`config.mk`:
```
export PLATFORM = sky130hd
export DESIGN_NAME = seq_detect_param_flat
export DESIGN_NICKNAME = d
export VERILOG_FILES = /design/src/rtl/seq_detect_param_if.sv /design/src/rtl/seq_detect_param.sv /design/src/flat_wrapper.sv
export SDC_FILE = /design/constraint.sdc
export NUM_CORES = 1
export LEC_CHECK = 0
export ABC_AREA = 0
export CORE_MARGIN = 2
export CORE_UTILIZATION = 39
export DETAILED_ROUTE_END_ITERATION = 12
export PLACE_DENSITY_LB_ADDON = 0.3
export RECOVER_POWER = 100
export SYNTH_ARGS = -nofsm -noshare
export SYNTH_HDL_FRONTEND = slang
export SYNTH_SLANG_ARGS = --single-unit
```
`constraint.sdc`:
```
create_clock -name clk -period 2.69 [get_ports clk]
set_input_delay 0.269 -clock clk [delete_from_list [all_inputs] [get_ports clk]]
set_output_delay 0.269 -clock clk [all_outputs]
set_load 0.01 [all_outputs]
```
`src/rtl/seq_detect_param_if.sv`:
```
// Bus bundle for the serial pattern detector: qualified data input,
// pattern load/clear controls and the detector status outputs.
interface seq_detect_param_if #(
  parameter int PAT_W = 4,
  parameter int CNT_W = 8
);
  logic             en;
  logic             x;
  logic             pat_load;
  logic [PAT_W-1:0] pat_in;
  logic             cnt_clr;
  logic             match;
  logic             armed;
  logic [CNT_W-1:0] match_cnt;
  logic [PAT_W-1:0] pattern;

  modport master (
    output en, x, pat_load, pat_in, cnt_clr,
    input  match, armed, match_cnt, pattern
  );

  modport slave (
    input  en, x, pat_load, pat_in, cnt_clr,
    output match, armed, match_cnt, pattern
  );
endinterface

```
`src/rtl/seq_detect_param.sv`:
```
// Parametrised serial pattern detector. Shifts qualified bits into a
// history register (newest bit in the LSB) and raises a registered
// one-cycle match pulse whenever the last PAT_W bits equal the active
// pattern. A saturating counter tallies matches.
module seq_detect_param #(
  parameter int               PAT_W   = 4,
  parameter logic [PAT_W-1:0] PAT_RST = 4'b1110,
  parameter bit               OVERLAP = 1'b1,
  parameter int               CNT_W   = 8
) (
  input logic               clk,
  input logic               rst,
  seq_detect_param_if.slave bus
);

  localparam int FW = $clog2(PAT_W + 1);
  localparam logic [FW-1:0] FILL_FULL = FW'(PAT_W);

  typedef enum logic {
    FILL = 1'b0,
    HUNT = 1'b1
  } state_t;

  state_t           state_q, state_d;
  logic [PAT_W-1:0] hist_q, hist_d;
  logic [FW-1:0]    fill_q, fill_d;
  logic [PAT_W-1:0] pat_q, pat_d;
  logic [CNT_W-1:0] cnt_q, cnt_d;
  logic             match_q, match_d;

  logic [PAT_W-1:0] hist_n;
  logic [FW-1:0]    fill_n;
  logic             hit;
  logic             unused_hist_msb;

  // The oldest history bit falls off the end of the shift and is never compared.
  assign unused_hist_msb = hist_q[PAT_W-1];

  // Candidate history/fill for a qualified bit, and whether it completes the pattern.
  always_comb begin
    hist_n = {hist_q[PAT_W-2:0], bus.x};
    fill_n = (fill_q == FILL_FULL) ? fill_q : fill_q + FW'(1);
    hit    = (fill_n == FILL_FULL) && (hist_n == pat_q);
  end

  // Next-state logic: load beats a qualified bit; counter clear beats an increment.
  always_comb begin
    state_d = state_q;
    hist_d  = hist_q;
    fill_d  = fill_q;
    pat_d   = pat_q;
    cnt_d   = cnt_q;
    match_d = 1'b0;

    if (bus.pat_load) begin
      pat_d   = bus.pat_in;
      hist_d  = '0;
      fill_d  = '0;
      state_d = FILL;
    end else if (bus.en) begin
      if (hit) begin
        match_d = 1'b1;
        if (!(&cnt_q)) begin
          cnt_d = cnt_q + CNT_W'(1);
        end
        if (OVERLAP) begin
          hist_d  = hist_n;
          fill_d  = FILL_FULL;
          state_d = HUNT;
        end else begin
          hist_d  = '0;
          fill_d  = '0;
          state_d = FILL;
        end
      end else begin
        hist_d  = hist_n;
        fill_d  = fill_n;
        state_d = (fill_n == FILL_FULL) ? HUNT : FILL;
      end
    end

    if (bus.cnt_clr) begin
      cnt_d = '0;
    end
  end

  // State register with synchronous active-low reset.
  always_ff @(posedge clk) begin
    if (!rst) begin
      state_q <= FILL;
      hist_q  <= '0;
      fill_q  <= '0;
      pat_q   <= PAT_RST;
      cnt_q   <= '0;
      match_q <= 1'b0;
    end else begin
      state_q <= state_d;
      hist_q  <= hist_d;
      fill_q  <= fill_d;
      pat_q   <= pat_d;
      cnt_q   <= cnt_d;
      match_q <= match_d;
    end
  end

  assign bus.match     = match_q;
  assign bus.armed     = (state_q == HUNT);
  assign bus.match_cnt = cnt_q;
  assign bus.pattern   = pat_q;

endmodule

```
`src/flat_wrapper.sv`:
```
// flat-port wrapper written by rule: the top's interface ports become plain ports
module seq_detect_param_flat 
#(
  parameter int               PAT_W   = 4,
  parameter logic [PAT_W-1:0] PAT_RST = 4'b1110,
  parameter bit               OVERLAP = 1'b1,
  parameter int               CNT_W   = 8
)
  (clk, rst, bus_en, bus_x, bus_pat_load, bus_pat_in, bus_cnt_clr, bus_match, bus_armed, bus_match_cnt, bus_pattern);
  seq_detect_param_if #(.PAT_W(PAT_W), .CNT_W(CNT_W)) bus_i ();
  input logic clk;
  input logic rst;
  input wire logic [$bits(bus_i.en)-1:0] bus_en;
  input wire logic [$bits(bus_i.x)-1:0] bus_x;
  input wire logic [$bits(bus_i.pat_load)-1:0] bus_pat_load;
  input wire logic [$bits(bus_i.pat_in)-1:0] bus_pat_in;
  input wire logic [$bits(bus_i.cnt_clr)-1:0] bus_cnt_clr;
  output wire logic [$bits(bus_i.match)-1:0] bus_match;
  output wire logic [$bits(bus_i.armed)-1:0] bus_armed;
  output wire logic [$bits(bus_i.match_cnt)-1:0] bus_match_cnt;
  output wire logic [$bits(bus_i.pattern)-1:0] bus_pattern;
  assign bus_i.en = bus_en;
  assign bus_i.x = bus_x;
  assign bus_i.pat_load = bus_pat_load;
  assign bus_i.pat_in = bus_pat_in;
  assign bus_i.cnt_clr = bus_cnt_clr;
  assign bus_match = bus_i.match;
  assign bus_armed = bus_i.armed;
  assign bus_match_cnt = bus_i.match_cnt;
  assign bus_pattern = bus_i.pattern;
  seq_detect_param #(.PAT_W(PAT_W), .PAT_RST(PAT_RST), .OVERLAP(OVERLAP), .CNT_W(CNT_W)) u_core (.clk(clk), .rst(rst), .bus(bus_i));
endmodule
```
Word-level counts from Yosys, hierarchy flattened
Index checks and enable logic that the tools add are counted. W data, S select, Z words.

Equal/unequal tests: 3. Add/subtract/negate cells: 2. Reductions and logical operators: 6. Bitwise gates (word level): 4. Muxes and demuxes: 5.

Operators by type and width (number): $add A8 B1 Y8 const B (1); $reduce_and A8 Y1 (1); $eq A3 B3 Y1 const B (2); $mux W3 (2); $eq A4 B4 Y1 (1); $not A1 Y1 (4); $reduce_and A4 Y1 (1); $reduce_or A2 Y1 (2); $add A3 B1 Y3 const B (1); $mux W1 (3); $reduce_or A3 Y1 (1); $logic_and A1 B1 Y1 (1).

Word-level logic and storage cells: 26. Output and inout port bits: 14. Input port bits: 10. Flip-flop bits (word level): 20.

Depth between registers and ports, before layout
Gate-level depths: netlist of run 1.

Depth after elaboration: 5. Depth in mapped cells: 8. Mapped depth without buffers: 7.

Least setup slack after synthesis of run 1
Ideal clock, no wire load.

Path kind: register to register. From: register u_core.fill_q[0]. To: register u_core.cnt_q[3] (netlist: u_core.bus.match_cnt[3]). Clock period less this slack: 2.177 ns. Path slack: 0.513 ns. Setup time: 0.070 ns. Arrival: 2.107 ns. Buffers on the path: 1. Stages on the path, launching flop included: 9. Data required time: 2.620 ns. Cell sequence: dfxtp_1 inv_1 ha_1 or3b_1 a311oi_2 nand4_2 buf_6 or3_1 a21oi_1.

Longest elaborated chain between the ends: 5. Elaborated cells on any way between the ends: 6. Those cells by class: 1 x add/sub; 2 x eq/ne; 1 x mux; 2 x reduce/logical.

RTL lines: start, declared (RTL line seq_detect_param.sv:26) `logic [FW-1:0] fill_q, fill_d;`; start signal, assigned (RTL line seq_detect_param.sv:99) `fill_q <= fill_d;`; $add A3 B1 Y3 or $eq A3 B3 Y1 (tied branches) (RTL line seq_detect_param.sv:42) `fill_n = (fill_q == FILL_FULL) ? fill_q : fill_q + FW'(1);`; $mux W3 (*) (RTL line seq_detect_param.sv:42); $eq A3 B3 Y1 (*) (RTL line seq_detect_param.sv:43) `hit = (fill_n == FILL_FULL) && (hist_n == pat_q);`; $logic_and A1 B1 Y1 (*) (RTL line seq_detect_param.sv:43); $reduce_and A4 Y1 (no source line) (*); end signal, assigned (RTL line seq_detect_param.sv:101) `cnt_q <= cnt_d;`; end, declared (RTL line seq_detect_param.sv:28) `logic [CNT_W-1:0] cnt_q, cnt_d;`.

Every way passes the cells marked *; elsewhere a longest branch is shown, timed or not. A chain may end at the register's enable or synchronous reset.

Worst setup path in the final report of run 1
From: register u_core.fill_q[0]. To: register u_core.cnt_q[5] (netlist: u_core.bus.match_cnt[5]).

Same word-level chain as after synthesis.

==> results of run 1 <==
cell usage in the layout (no fill, tap or decap):
cell type,n
sky130_fd_sc_hd__or3_1,2
sky130_fd_sc_hd__clkdlybuf4s50_1,8
sky130_fd_sc_hd__ha_1,3
sky130_fd_sc_hd__nor3_1,2
sky130_fd_sc_hd__mux2i_1,10
sky130_fd_sc_hd__dfxtp_1,20
sky130_fd_sc_hd__buf_4,1
sky130_fd_sc_hd__o31ai_1,2
sky130_fd_sc_hd__nand2_1,10
sky130_fd_sc_hd__nand4_4,1
sky130_fd_sc_hd__and2_1,1
sky130_fd_sc_hd__or2b_2,1
sky130_fd_sc_hd__inv_1,3
sky130_fd_sc_hd__a41oi_1,1
sky130_fd_sc_hd__o21ai_0,2
sky130_fd_sc_hd__a21oi_1,6
sky130_fd_sc_hd__clkbuf_4,3
sky130_fd_sc_hd__dlygate4sd3_1,15
sky130_fd_sc_hd__nand4_1,1
sky130_fd_sc_hd__and4b_1,1
sky130_fd_sc_hd__or4_1,4
sky130_fd_sc_hd__nand2b_1,2
sky130_fd_sc_hd__and4_1,1
sky130_fd_sc_hd__a311oi_4,1
sky130_fd_sc_hd__nor2_1,9
sky130_fd_sc_hd__xnor2_1,2
sky130_fd_sc_hd__nor2b_1,2
sky130_fd_sc_hd__clkbuf_8,1
sky130_fd_sc_hd__xor2_1,4
sky130_fd_sc_hd__nand3_1,3
sky130_fd_sc_hd__or3b_1,1
sky130_fd_sc_hd__o211ai_1,2
state kept, by name (all words and copies together) (netlist names):
name	count
u_core.fill_q	3
u_core.bus.pattern	4
u_core.bus.match	1
u_core.bus.armed	1
u_core.hist_q	3
u_core.bus.match_cnt	8
Yosys cell counts:
cell type / n / area (um2)
sky130_fd_sc_hd__dfxtp_1: 20 / 400
sky130_fd_sc_hd__mux2i_1: 10 / 100
sky130_fd_sc_hd__nand2_1: 10 / 37.5
sky130_fd_sc_hd__nor2_1: 9 / 33.8
sky130_fd_sc_hd__a21oi_1: 6 / 30.0
sky130_fd_sc_hd__or4_1: 4 / 30.0
sky130_fd_sc_hd__xor2_1: 4 / 35.0
sky130_fd_sc_hd__clkbuf_1: 3 / 11.3
sky130_fd_sc_hd__ha_1: 3 / 37.5
sky130_fd_sc_hd__inv_1: 3 / 11.3
sky130_fd_sc_hd__nand3_1: 3 / 15.0
sky130_fd_sc_hd__nand2b_1: 2 / 12.5
sky130_fd_sc_hd__nor2b_1: 2 / 12.5
sky130_fd_sc_hd__nor3_1: 2 / 10.0
sky130_fd_sc_hd__o211ai_1: 2 / 15.0
sky130_fd_sc_hd__o21ai_0: 2 / 10.0
sky130_fd_sc_hd__o31ai_1: 2 / 15.0
sky130_fd_sc_hd__or3_1: 2 / 12.5
sky130_fd_sc_hd__xnor2_1: 2 / 17.5
sky130_fd_sc_hd__a311oi_2: 1 / 15.0
sky130_fd_sc_hd__a41oi_1: 1 / 8.76
sky130_fd_sc_hd__and2_1: 1 / 6.26
sky130_fd_sc_hd__and4_1: 1 / 8.76
sky130_fd_sc_hd__and4b_1: 1 / 10.0
sky130_fd_sc_hd__buf_1: 1 / 3.75
sky130_fd_sc_hd__buf_6: 1 / 11.3
sky130_fd_sc_hd__nand4_1: 1 / 6.26
sky130_fd_sc_hd__nand4_2: 1 / 12.5
sky130_fd_sc_hd__or2b_2: 1 / 8.76
sky130_fd_sc_hd__or3b_1: 1 / 8.76
power by group through the flow:
stage               logic (uW)  clock network [uW]  registers (uW)
floorplan                 28.8                   0             314
global placement          55.3                   0             313
detailed placement        56.5                   0             313
CTS                       56.8                 181             307
global route              62.0                 189             308
finish                    56.6                 171             306
worst max-delay path: cells and delay by family (launching register included):
| family | cells | cell delay, ns |
|---|---|---|
| adders and majority gates | 1 | 0.23 |
| DFF | 1 | 0.40 |
| and+or+nand+nor | 3 | 1.20 |
| buffers and inverters | 1 | 0.09 |
| AOI/OAI and AO/OA | 2 | 0.50 |
cell type report:
class	count	area, um2	area share
Inverter	3	11.3	0.00901
Timing Repair Buffer	24	238	0.190
Tap cell	28	35.0	0.0280
Clock buffer	4	36.3	0.0290
Multi-Input combinational cell	74	529	0.423
Sequential cell	20	400	0.320
kinds of logic (layout without fill, tap and decap cells):
logic type / after synthesis / count (layout)
AND/OR/NAND/NOR: 41 / 41
flip-flops: 20 / 20
AO/OA/AOI/OAI: 14 / 14
multiplexers: 10 / 10
buffers and inverters: 8 / 31
XOR/XNOR: 6 / 6
adder cells (fa/ha/maj): 3 / 3
through the flow:
stage | utilization | instances | cell area [um2] | hold WS [ns] | total power, uW
6_report | 0.554 | 153 | 1250 | 0.506 | 534
5_1_grt | 0.554 | 153 | 1250 | 0.552 | 559
3_3_place_gp | 0.529 | 149 | 1190 | 0.479 | 369
3_5_place_dp | 0.529 | 149 | 1190 | 0.496 | 370
2_1_floorplan | - | 102 | 947 | 0.331 | 343
4_1_cts | 0.546 | 153 | 1230 | 0.514 | 544
worst max path at each step:
| stage | startpoint | end | slack (ns) | cells after the start |
|---|---|---|---|---|
| final | u_core.fill_q[0] | u_core.bus.match_cnt[5] | 0.20 | 7 |
| after global routing | u_core.fill_q[0] | u_core.bus.match_cnt[5] | 0.03 | 7 |
| after global placement | u_core.fill_q[0] | u_core.bus.match_cnt[5] | 0.27 | 7 |
| after floorplan | u_core.fill_q[0] | u_core.bus.match_cnt[3] | 0.51 | 8 |
| after detailed placement | u_core.fill_q[0] | u_core.bus.match_cnt[5] | 0.15 | 7 |
| after CTS | u_core.fill_q[0] | u_core.bus.match_cnt[5] | 0.12 | 7 |
per-layer routing:
metal	global-route usage	wire, um
met1	0.181	845
met3	0.0367	111
met4	0.0769	29
met2	0.257	919
met5	0	0
==> impl.org, run 1 <==
** Floorplanning
- The die is 53.3 um tall.
- IO Pins :: 24
- Row count :: 17
- In this run the horizontal extent of the chip is roughly 53 um.
- The floorplan step defined a die boundary enclosing 2840 um2.
- Initial cell density of the core :: 0.420
- Core region area :: 2250 um2

** STA
- Setup violations remaining at the end of the flow were counted as 0.
- Period utilisation layout :: 0.927
- The routed design could run at a clock period as short as 2.49 ns.
- Timing would allow up to 401 MHz.
- RSZ-0062 raised after global routing :: no
- The number of hold-slack violations in the final timing report was 0.
- Total negative setup slack :: 0 ns
- Max Transition Viols Final :: 0
- Transition time at the pin with the least slew margin :: 0.447 ns
- Clk_skew :: 0.00538 ns
- Setup slack on the critical path of the routed design comes to 0.198 ns.
- Rel. slew slack :: 0.699

** Power and ir drop
- Of the total power, registers draw 0.574.
- For this design the static power due to leakage is 0.000500 uW.
- Internal power comes to 415 uW.
- IR drop worst, VDD :: 0.255 mV
- The share of total power dissipated in the clock network is 0.320.
- Power spread over the standard cell area amounts to 427 nW/um2.
- The share of total power dissipated in combinational logic is 0.106.
- Switching fraction of total power :: 0.223
- The analysis attributes to net switching a power of roughly 120 uW.

** Critical path
- The critical path is of the register to register type.
- At the worst endpoint, the arrival time is approximately 2.7 ns.
- Slack of the worst reg-to-reg path :: 0.20 ns
- Critical path capture point type :: register
- The largest individual stage delay along the critical path comes from the cell sky130_fd_sc_hd__or4_1.
- Largest fanout of any net on the critical path :: 14
- The critical path goes through inv_1, ha_1, or3b_1, a311oi_4, nand4_4, or4_1, a21oi_1.
- Kind of start point of the critical path :: register
- Reg-to-Reg End :: u_core.bus.match_cnt[5]
- Reg-to-Reg Start :: u_core.fill_q[0]
- For the worst flop-to-flop path, the logic depth is 7.
- STA puts the critical path data required time at about 2.9 ns.
- In this design, the stage delay of the slowest critical-path cell is about 0.53 ns.

** GRT
- Leftover overflow at the end of global routing :: 0
- Largest net degree at the start of global routing :: 15
- The first global-routing pass estimated 3170 um of wire.
- Across every metal layer, demand over resource in global routing totals 0.154.
- Initial antenna violation count :: 0
- Number of global-route vias before repair :: roughly 760

** Layout
- Area delta synth->final :: 32.0%
- Count of fill cells added during filler insertion :: 216
- Fraction of layout instances using a drive strength above 1 :: 0.0640
- Count of antenna diodes in the layout :: 0
- For this run, the post-layout net count is between 100 and 150.

** Clock tree
- Clock transition at the registers of the reported paths :: 0.11 ns
- TritonCTS clock tree :: built
- For this design, the sink count on the clock tree is 20.
- Buffers added to address setup during post-CTS repair amount to 0.
- CTS placed an instance of sky130_fd_sc_hd__clkbuf_4 at the clock tree root.
- Maximum clock insertion buffer count :: 2
- Number of H-tree branching levels :: 1
- Counting the buffers created by CTS gives 3.
- The number of gates resized after CTS was 0.
- After clock tree synthesis, the flow added hold-fix buffers numbering 0.
- Worst-Skew Late Latency :: 0.30 ns

** Logic synthesis
- After technology mapping, the gate count stands at 102.
- After synthesis, the share of cell area in mux cells is 0.106.
- Synthesis produced a netlist with a net count of ~120.
- Simple-gate share of the synthesized area :: 0.238
- Combinational family with the most area after synthesis :: simple AND/OR/NAND/NOR gates
- Synthesis warning total :: 0
- Sequential-to-total area share from yosys stat :: 0.423
- Synthesized area per cell :: 9.29 um2
- Summing every instance area after synthesis gives between 900 and 1000 um2.
- Of the total synthesized cell area, the portion taken by XOR and XNOR cells is 0.0555.
- Post-synthesis sequential element count :: 20
- Area fraction in compound gates after synthesis :: 0.0991
- Counting distinct cell types in the post-synthesis netlist gives 30.
- Arithmetic-cell share of the synthesized area counting full adders, half adders and majority gates :: 0.0396

** Min path
- For hold timing, the worst endpoint is u_core.bus.match_cnt[5].
- Hold path start :: u_core.bus.match_cnt[5]
- The min-delay analysis places its worst path in the category register to register.
- The worst hold path passes through 2 cells.

** Detailed routing
- Once detail routing completed, the nets flagged for antenna violations numbered 0.
- After the first detailed-routing iteration, the DRC count stood at 7.
- Using the TritonRoute via totals, the vias-per-cell ratio works out to 5.20.
- The first TritonRoute pass finished after 4 iterations.
- Detailed routing inserted a total of 796 vias.
- In the routed design, unresolved DRC markers number 0.
- Routed WL per cell :: between 10 and 15 um
- Wires add up to 1910 um.

** Placement
- Once detailed placement completed, the half-perimeter wirelength came to roughly 1400 um.
- Routability-driven placement finished with a final weighted congestion of 0.745.
- Count of buffers inserted at the top-level ports :: 23
- Prior to clock tree synthesis, the placed netlist has a worst setup slack of ~0.15 ns.

** Run status
- The run finished with clean final reports.

** Job
- Max Cap Viol :: 0
No activity file was read; power rests on OpenSTA's default activity.
==> inputs of run 2 (changes only) <==
--- a/config.mk
+++ b/config.mk
@@ -5,10 +5,10 @@
 export SDC_FILE = /design/constraint.sdc
 export NUM_CORES = 1
 export LEC_CHECK = 0
-export ABC_AREA = 0
 export CORE_MARGIN = 2
 export CORE_UTILIZATION = 39
 export DETAILED_ROUTE_END_ITERATION = 12
+export GPL_TIMING_DRIVEN = 1
 export PLACE_DENSITY_LB_ADDON = 0.3
 export RECOVER_POWER = 100
 export SYNTH_ARGS = -nofsm -noshare
==> results of run 2 <==
No change in the layout: final DEF, timing and power equal those of run 1.
==> inputs of run 3 (changes only) <==
--- a/config.mk
+++ b/config.mk
@@ -8,6 +8,7 @@
 export CORE_MARGIN = 2
 export CORE_UTILIZATION = 39
 export DETAILED_ROUTE_END_ITERATION = 12
+export GPL_ROUTABILITY_DRIVEN = 0
 export GPL_TIMING_DRIVEN = 1
 export PLACE_DENSITY_LB_ADDON = 0.3
 export RECOVER_POWER = 100
==> results of run 3 <==
No change in the layout: final DEF, timing and power equal those of run 1.
